--- src/rtl/slot_payout_scorer.sv ---
// rtl/slot_payout_scorer.sv - slot round scorer: owns credit, debits bet, scores reels, pays out one credit per clock.
// Optional SLOT_STATS_EN adds rounds_played/wins counters.
module slot_payout_scorer #(
  parameter int CREDIT_W    = 8,
  parameter int INIT_CREDIT = 10,
  parameter int BET         = 1,
  parameter int SETTLE_CYC  = 4,
  parameter int PAY_PAIR    = 1,
  parameter int PAY_TRIPLE  = 4,
  parameter int PAY_JACKPOT = 8
) (
  input  logic                clk,
  input  logic                rst,
  input  logic                round_start,
  input  logic                spin_done,
  input  logic [3:0]          h,
  input  logic [3:0]          m,
  input  logic [3:0]          l,
  output logic [CREDIT_W-1:0] credit,
  output logic                round_active,
  output logic                pay_busy,
  output logic [1:0]          win_code,
  output logic                no_credit
`ifdef SLOT_STATS_EN
  ,
  output logic [7:0]          rounds_played,
  output logic [7:0]          wins
`endif
);

  localparam logic [2:0] S_IDLE   = 3'd0;
  localparam logic [2:0] S_SPIN   = 3'd1;
  localparam logic [2:0] S_SETTLE = 3'd2;
  localparam logic [2:0] S_EVAL   = 3'd3;
  localparam logic [2:0] S_PAY    = 3'd4;

  localparam logic [CREDIT_W-1:0] CREDIT_MAX  = '1;
  localparam logic [CREDIT_W-1:0] CREDIT_INIT = CREDIT_W'(INIT_CREDIT);
  localparam logic [CREDIT_W-1:0] BET_C       = CREDIT_W'(BET);
  localparam logic [3:0]          SETTLE_C    = 4'(SETTLE_CYC);
  localparam logic [7:0]          AMT_PAIR    = 8'(PAY_PAIR);
  localparam logic [7:0]          AMT_TRIPLE  = 8'(PAY_TRIPLE);
  localparam logic [7:0]          AMT_JACKPOT = 8'(PAY_JACKPOT);

  logic [2:0]          state_q, state_d;
  logic [CREDIT_W-1:0] credit_q, credit_d;
  logic [3:0]          settle_cnt_q, settle_cnt_d;
  logic [7:0]          pay_cnt_q, pay_cnt_d;
  logic [3:0]          h_s_q, h_s_d, m_s_q, m_s_d, l_s_q, l_s_d;
  logic [1:0]          win_code_q, win_code_d;
  logic                no_credit_q, no_credit_d;

  logic                accept;
  logic [1:0]          eval_code;
  logic [7:0]          eval_amt;

  // Scoring looks only at the sampled reels, never the live inputs.
  always_comb begin
    eval_code = 2'd0;
    eval_amt  = 8'd0;
    if (h_s_q == m_s_q && m_s_q == l_s_q) begin
      if (h_s_q == 4'd3) begin
        eval_code = 2'd3;
        eval_amt  = AMT_JACKPOT;
      end else begin
        eval_code = 2'd2;
        eval_amt  = AMT_TRIPLE;
      end
    end else if (h_s_q == m_s_q || m_s_q == l_s_q || h_s_q == l_s_q) begin
      eval_code = 2'd1;
      eval_amt  = AMT_PAIR;
    end
  end

  always_comb begin
    state_d      = state_q;
    credit_d     = credit_q;
    settle_cnt_d = settle_cnt_q;
    pay_cnt_d    = pay_cnt_q;
    h_s_d        = h_s_q;
    m_s_d        = m_s_q;
    l_s_d        = l_s_q;
    win_code_d   = win_code_q;
    no_credit_d  = 1'b0;
    accept       = 1'b0;
    case (state_q)
      S_IDLE: begin
        if (round_start) begin
          if (credit_q >= BET_C) begin
            accept     = 1'b1;
            credit_d   = credit_q - BET_C;
            win_code_d = 2'd0;
            state_d    = S_SPIN;
          end else begin
            no_credit_d = 1'b1;
          end
        end
      end
      S_SPIN: begin
        if (spin_done) begin
          settle_cnt_d = SETTLE_C;
          state_d      = S_SETTLE;
        end
      end
      S_SETTLE: begin
        if (settle_cnt_q == 4'd0) begin
          h_s_d   = h;
          m_s_d   = m;
          l_s_d   = l;
          state_d = S_EVAL;
        end else begin
          settle_cnt_d = settle_cnt_q - 4'd1;
        end
      end
      S_EVAL: begin
        win_code_d = eval_code;
        if (eval_amt == 8'd0) begin
          state_d = S_IDLE;
        end else begin
          pay_cnt_d = eval_amt;
          state_d   = S_PAY;
        end
      end
      S_PAY: begin
        // Saturated credit still burns the remaining payout cycles.
        if (credit_q != CREDIT_MAX) credit_d = credit_q + 1'b1;
        pay_cnt_d = pay_cnt_q - 8'd1;
        if (pay_cnt_q <= 8'd1) state_d = S_IDLE;
      end
      default: state_d = S_IDLE;
    endcase
  end

  always_ff @(posedge clk) begin
    if (rst) begin
      state_q      <= S_IDLE;
      credit_q     <= CREDIT_INIT;
      settle_cnt_q <= 4'd0;
      pay_cnt_q    <= 8'd0;
      h_s_q        <= 4'd0;
      m_s_q        <= 4'd0;
      l_s_q        <= 4'd0;
      win_code_q   <= 2'd0;
      no_credit_q  <= 1'b0;
    end else begin
      state_q      <= state_d;
      credit_q     <= credit_d;
      settle_cnt_q <= settle_cnt_d;
      pay_cnt_q    <= pay_cnt_d;
      h_s_q        <= h_s_d;
      m_s_q        <= m_s_d;
      l_s_q        <= l_s_d;
      win_code_q   <= win_code_d;
      no_credit_q  <= no_credit_d;
    end
  end

  assign credit       = credit_q;
  assign round_active = (state_q != S_IDLE);
  assign pay_busy     = (state_q == S_PAY);
  assign win_code     = win_code_q;
  assign no_credit    = no_credit_q;

`ifdef SLOT_STATS_EN
  logic [7:0] rounds_q, wins_q;

  always_ff @(posedge clk) begin
    if (rst) begin
      rounds_q <= 8'd0;
      wins_q   <= 8'd0;
    end else begin
      if (accept && rounds_q != 8'hFF) rounds_q <= rounds_q + 8'd1;
      if (state_q == S_EVAL && eval_code != 2'd0 && wins_q != 8'hFF) wins_q <= wins_q + 8'd1;
    end
  end

  assign rounds_played = rounds_q;
  assign wins          = wins_q;
`endif

endmodule

--- config.mk ---
export PLATFORM = sky130hd
export DESIGN_NAME = slot_payout_scorer
export DESIGN_NICKNAME = d
export VERILOG_FILES = /design/src/rtl/slot_payout_scorer.sv
export SDC_FILE = /design/constraint.sdc
export NUM_CORES = 1
export LEC_CHECK = 0
export BUFFER_PORTS_ARGS = -buffer_cell sky130_fd_sc_hd__buf_2
export CORE_MARGIN = 8
export CORE_UTILIZATION = 51
export CTS_BUF_LIST = sky130_fd_sc_hd__clkbuf_16
export CTS_CLUSTER_SIZE = 12
export DETAILED_ROUTE_END_ITERATION = 6
export GPL_ROUTABILITY_DRIVEN = 0
export GPL_TIMING_DRIVEN = 0
export PLACE_DENSITY = 0.78
export SYNTH_ARGS = -nofsm -noshare
export SYNTH_HDL_FRONTEND = slang
export SYNTH_SLANG_ARGS = --single-unit
export TNS_END_PERCENT = 100
--- constraint.sdc ---
create_clock -name clk -period 2.1 [get_ports clk]
set_input_delay 0.21 -clock clk [delete_from_list [all_inputs] [get_ports clk]]
set_output_delay 0.21 -clock clk [all_outputs]
set_load 0.02 [all_outputs]
==> metrics.yaml <==
status: "complete, no violations"
cts_hold_repair.buffers: 0
clkTransAtPathRegs_ns: 0.06
total_leakage_power_uw: 0.00122
cts.sink_count: 38
final_hold_viol_count: 0
instances_no_fill: 331
critPathRequiredTime_ns: 2.27
cp-end-kind: "flop"
drc_errors: 0
timing.max_slew.rel_slack: 0.586
core_area_mm2: 0.00394
synth.cell_area_mm2: 0.00206
hp-start: "l[3]"
finalInstanceArea_mm2: 0.00256
worst_flop_to_flop_path_startpoint: "state_q[0]"
synth_enable_flop_cells: 0
setup.worst_path.start_class: "flop"
wire_length_per_cell_um: 15.2
hpwl_um: 3360
critical_path_arrival_ns: 2.24
initial_core_util: 0.523
cts_tree: "done"
rows: 23
clock.fmax_mhz: 483
synthMostInstantiatedCell: "sky130_fd_sc_hd__dfxtp_1"
grt_setup_unrepaired: "yes"
fp.dieArea_mm2: 0.00633
cts_buffer_depth: 2
max_cap_viol_count: 0
area_growth_syn_to_fin_pct: 24.2
reg2reg_depth: 8
wire_length_of_the_first_global_routing_pass_um: 8230
most_used_dff_post_synth: "sky130_fd_sc_hd__dfxtp_1"
chipHeight_um: 79.6
grt_antenna_before_repair: 0
drt_first_iter_violations: 119
dieWidth_um: 79.6
setup-tns-final_ns: 0
internal_power_uw: 1390
place.detailed.instances: 317
post_synth_inst_count: 239
fin_nets: 302
clock_latency_late_sink_ns: 0.28
min-delay-path-class: "in2reg"
final_period_minus_worst_setup_slack_ns: 2.07
mappedNetlistNets: 261
yosysTopAreaCell: "sky130_fd_sc_hd__dfxtp_1"
timing_worst_slew_pin_value_ns: 0.617
worstSetupPathType: "reg2reg"
antenna_violating_nets_post_route: 0
layout-drive-gt1-share: 0.256
synth_async_sr_flop_share: 0
tritonroute_pass_1_iters: 4
synth.lib_cells_used.distinct: 50
vdd_ir_drop_max_mv: 0.444
seq_area_frac_synth: 0.369
port-buffer-count: 28
min_path_cells: 3
setup_viol: 0
synthDominantCellAreaShare: 0.369
clock_power_share: 0.364
synth_cell_count_leaders: "sky130_fd_sc_hd__dfxtp_1, sky130_fd_sc_hd__nor2_1, sky130_fd_sc_hd__xor2_1, sky130_fd_sc_hd__nand2_1, sky130_fd_sc_hd__mux2i_1"
share_comb_of_total_power: 0.219
maxSlewViolCount: 0
num_vias: 1881
synth.avg_cell_area_um2: 8.63
whs_endpoint: "l_s_q[3]"
rrSetupSlack_ns: 0.03
power.share.switching: 0.289
num_io_pins: 29
share_seq_of_total_power: 0.418
total_switching_power_uw: 564
final.setup_skew_ns: 0.00503
routed_wl_um: 5040
grt_start_max_net_pins: 12
detailed_place.area_mm2: 0.00231
via_count_of_the_first_global_routing_pass: 1805
cts.htree.levels: 2
tritoncts.num_buffers: 5
global_route.overflow_total: 0
path_max_fanout: 10
n_antenna_cell: 0
cts.root.buffer_cell: "sky130_fd_sc_hd__clkbuf_16"
detail_route.vias_per_cell: 5.68
yosysWarnings: 0
timing.final.crit_share: 0.987
powerDensity_mw_per_mm2: 762
post_synth_main_area_contributors: "sky130_fd_sc_hd__dfxtp_1, sky130_fd_sc_hd__nor2_1, sky130_fd_sc_hd__xor2_1"
regToRegEndpoint: "credit[4]"
globalRouteTotalUtil: 0.162
yosys_register_bits: 38
## critical path, cell delays in order, from the launching register on
cell and delay [ns]:
sky130_fd_sc_hd__dfxtp_1 0.29, sky130_fd_sc_hd__buf_2 0.17, sky130_fd_sc_hd__or3b_1 0.36, sky130_fd_sc_hd__clkbuf_1 0.17, sky130_fd_sc_hd__inv_2 0.13, sky130_fd_sc_hd__buf_4 0.18
sky130_fd_sc_hd__nand4_1 0.16, sky130_fd_sc_hd__a21oi_2 0.20, sky130_fd_sc_hd__mux2_4 0.31
## layout make-up
type | count | area (um^2)
tap | 50 | 62.6
clock inverter | 3 | 12.5
buffer | 10 | 53.8
fill | 325 | 1380
inverter | 9 | 38.8
sequential | 38 | 774
multi-input combinational | 180 | 1290
timing repair buffer | 36 | 204
clock buffer | 5 | 125
## cell usage in the layout (no fill, tap or decap), drive strengths merged, types with 3 or more instances in the layout
master,count
buf,39
dfxtp,38
nor2,36
xor2,14
nand2,13
mux2i,12
clkbuf,12
a21oi,10
inv,10
nor3,8
or3,7
o21ai,6
ha,6
xnor2,5
a31oi,5
nand3,5
nor4,5
nand2b,4
nand4,4
a311oi,4
o31ai,4
or4,4
mux2,3
or3b,3
## worst max path at each step
| stage | from | cells after the start | end |
|---|---|---|---|
| after global routing | state_q[0] | 8 | credit[4] |
| after floorplan | credit[1] | 8 | credit[4] |
| final | state_q[0] | 8 | credit[4] |
| after CTS | credit[0] | 7 | credit[5] |
| after global placement | credit[0] | 8 | credit[4] |
| after detailed placement | settle_cnt_q[0] | 8 | h_s_q[1] |
## stage by stage
stage / utilization / total power [uW] / setup slack (ns) / hold slack, ns
after floorplan: - / 1110 / -0.0135 / 0.351
after global placement: 0.585 / 1190 / -0.0499 / 0.439
after detailed placement: 0.585 / 1200 / -0.0742 / 0.447
after CTS: 0.629 / 1940 / 0.00563 / 0.158
after global routing: 0.649 / 2050 / -0.0326 / 0.171
final: 0.649 / 1950 / 0.0283 / 0.155
## cells by family after synthesis
group | Yosys count | share of synthesized area
muxes | 15 | 0.0765
DFF | 38 | 0.369
and+or+nand+nor | 97 | 0.247
adders and majority gates | 6 | 0.0364
xor gates and xnor gates | 19 | 0.0807
AOI/OAI and AO/OA | 43 | 0.147
buffers and inverters | 21 | 0.0437
## power by group through the flow
stage	clock network, uW	logic (uW)	registers (uW)
floorplan	0	271	835
global placement	0	361	827
detailed placement	0	369	829
CTS	725	399	812
global route	757	469	820
finish	709	427	814
## state kept, by name, summed over array words and instances (netlist names)
register / cells
credit: 8
pay_cnt_q: 8
h_s_q: 4
l_s_q: 4
m_s_q: 4
settle_cnt_q: 4
state_q: 3
win_code: 2
no_credit: 1
## metal layers
metal,track usage,share of wire,routed length (um),vias up
met3,0.0518,0.069,349,16
met2,0.268,0.50,2530,60
met5,0,0,0,-
met4,0.0685,0.028,140,0
met1,0.186,0.40,2030,867
li1,-,-,-,938
## what timing repair did
action,4_1_cts,5_1_grt
buffers inserted,4,4
gates resized for setup,6,13
pin swaps,0,2
gates cloned,0,0
setup endpoints to repair,14,20
No activity file was read; power rests on OpenSTA's default activity.
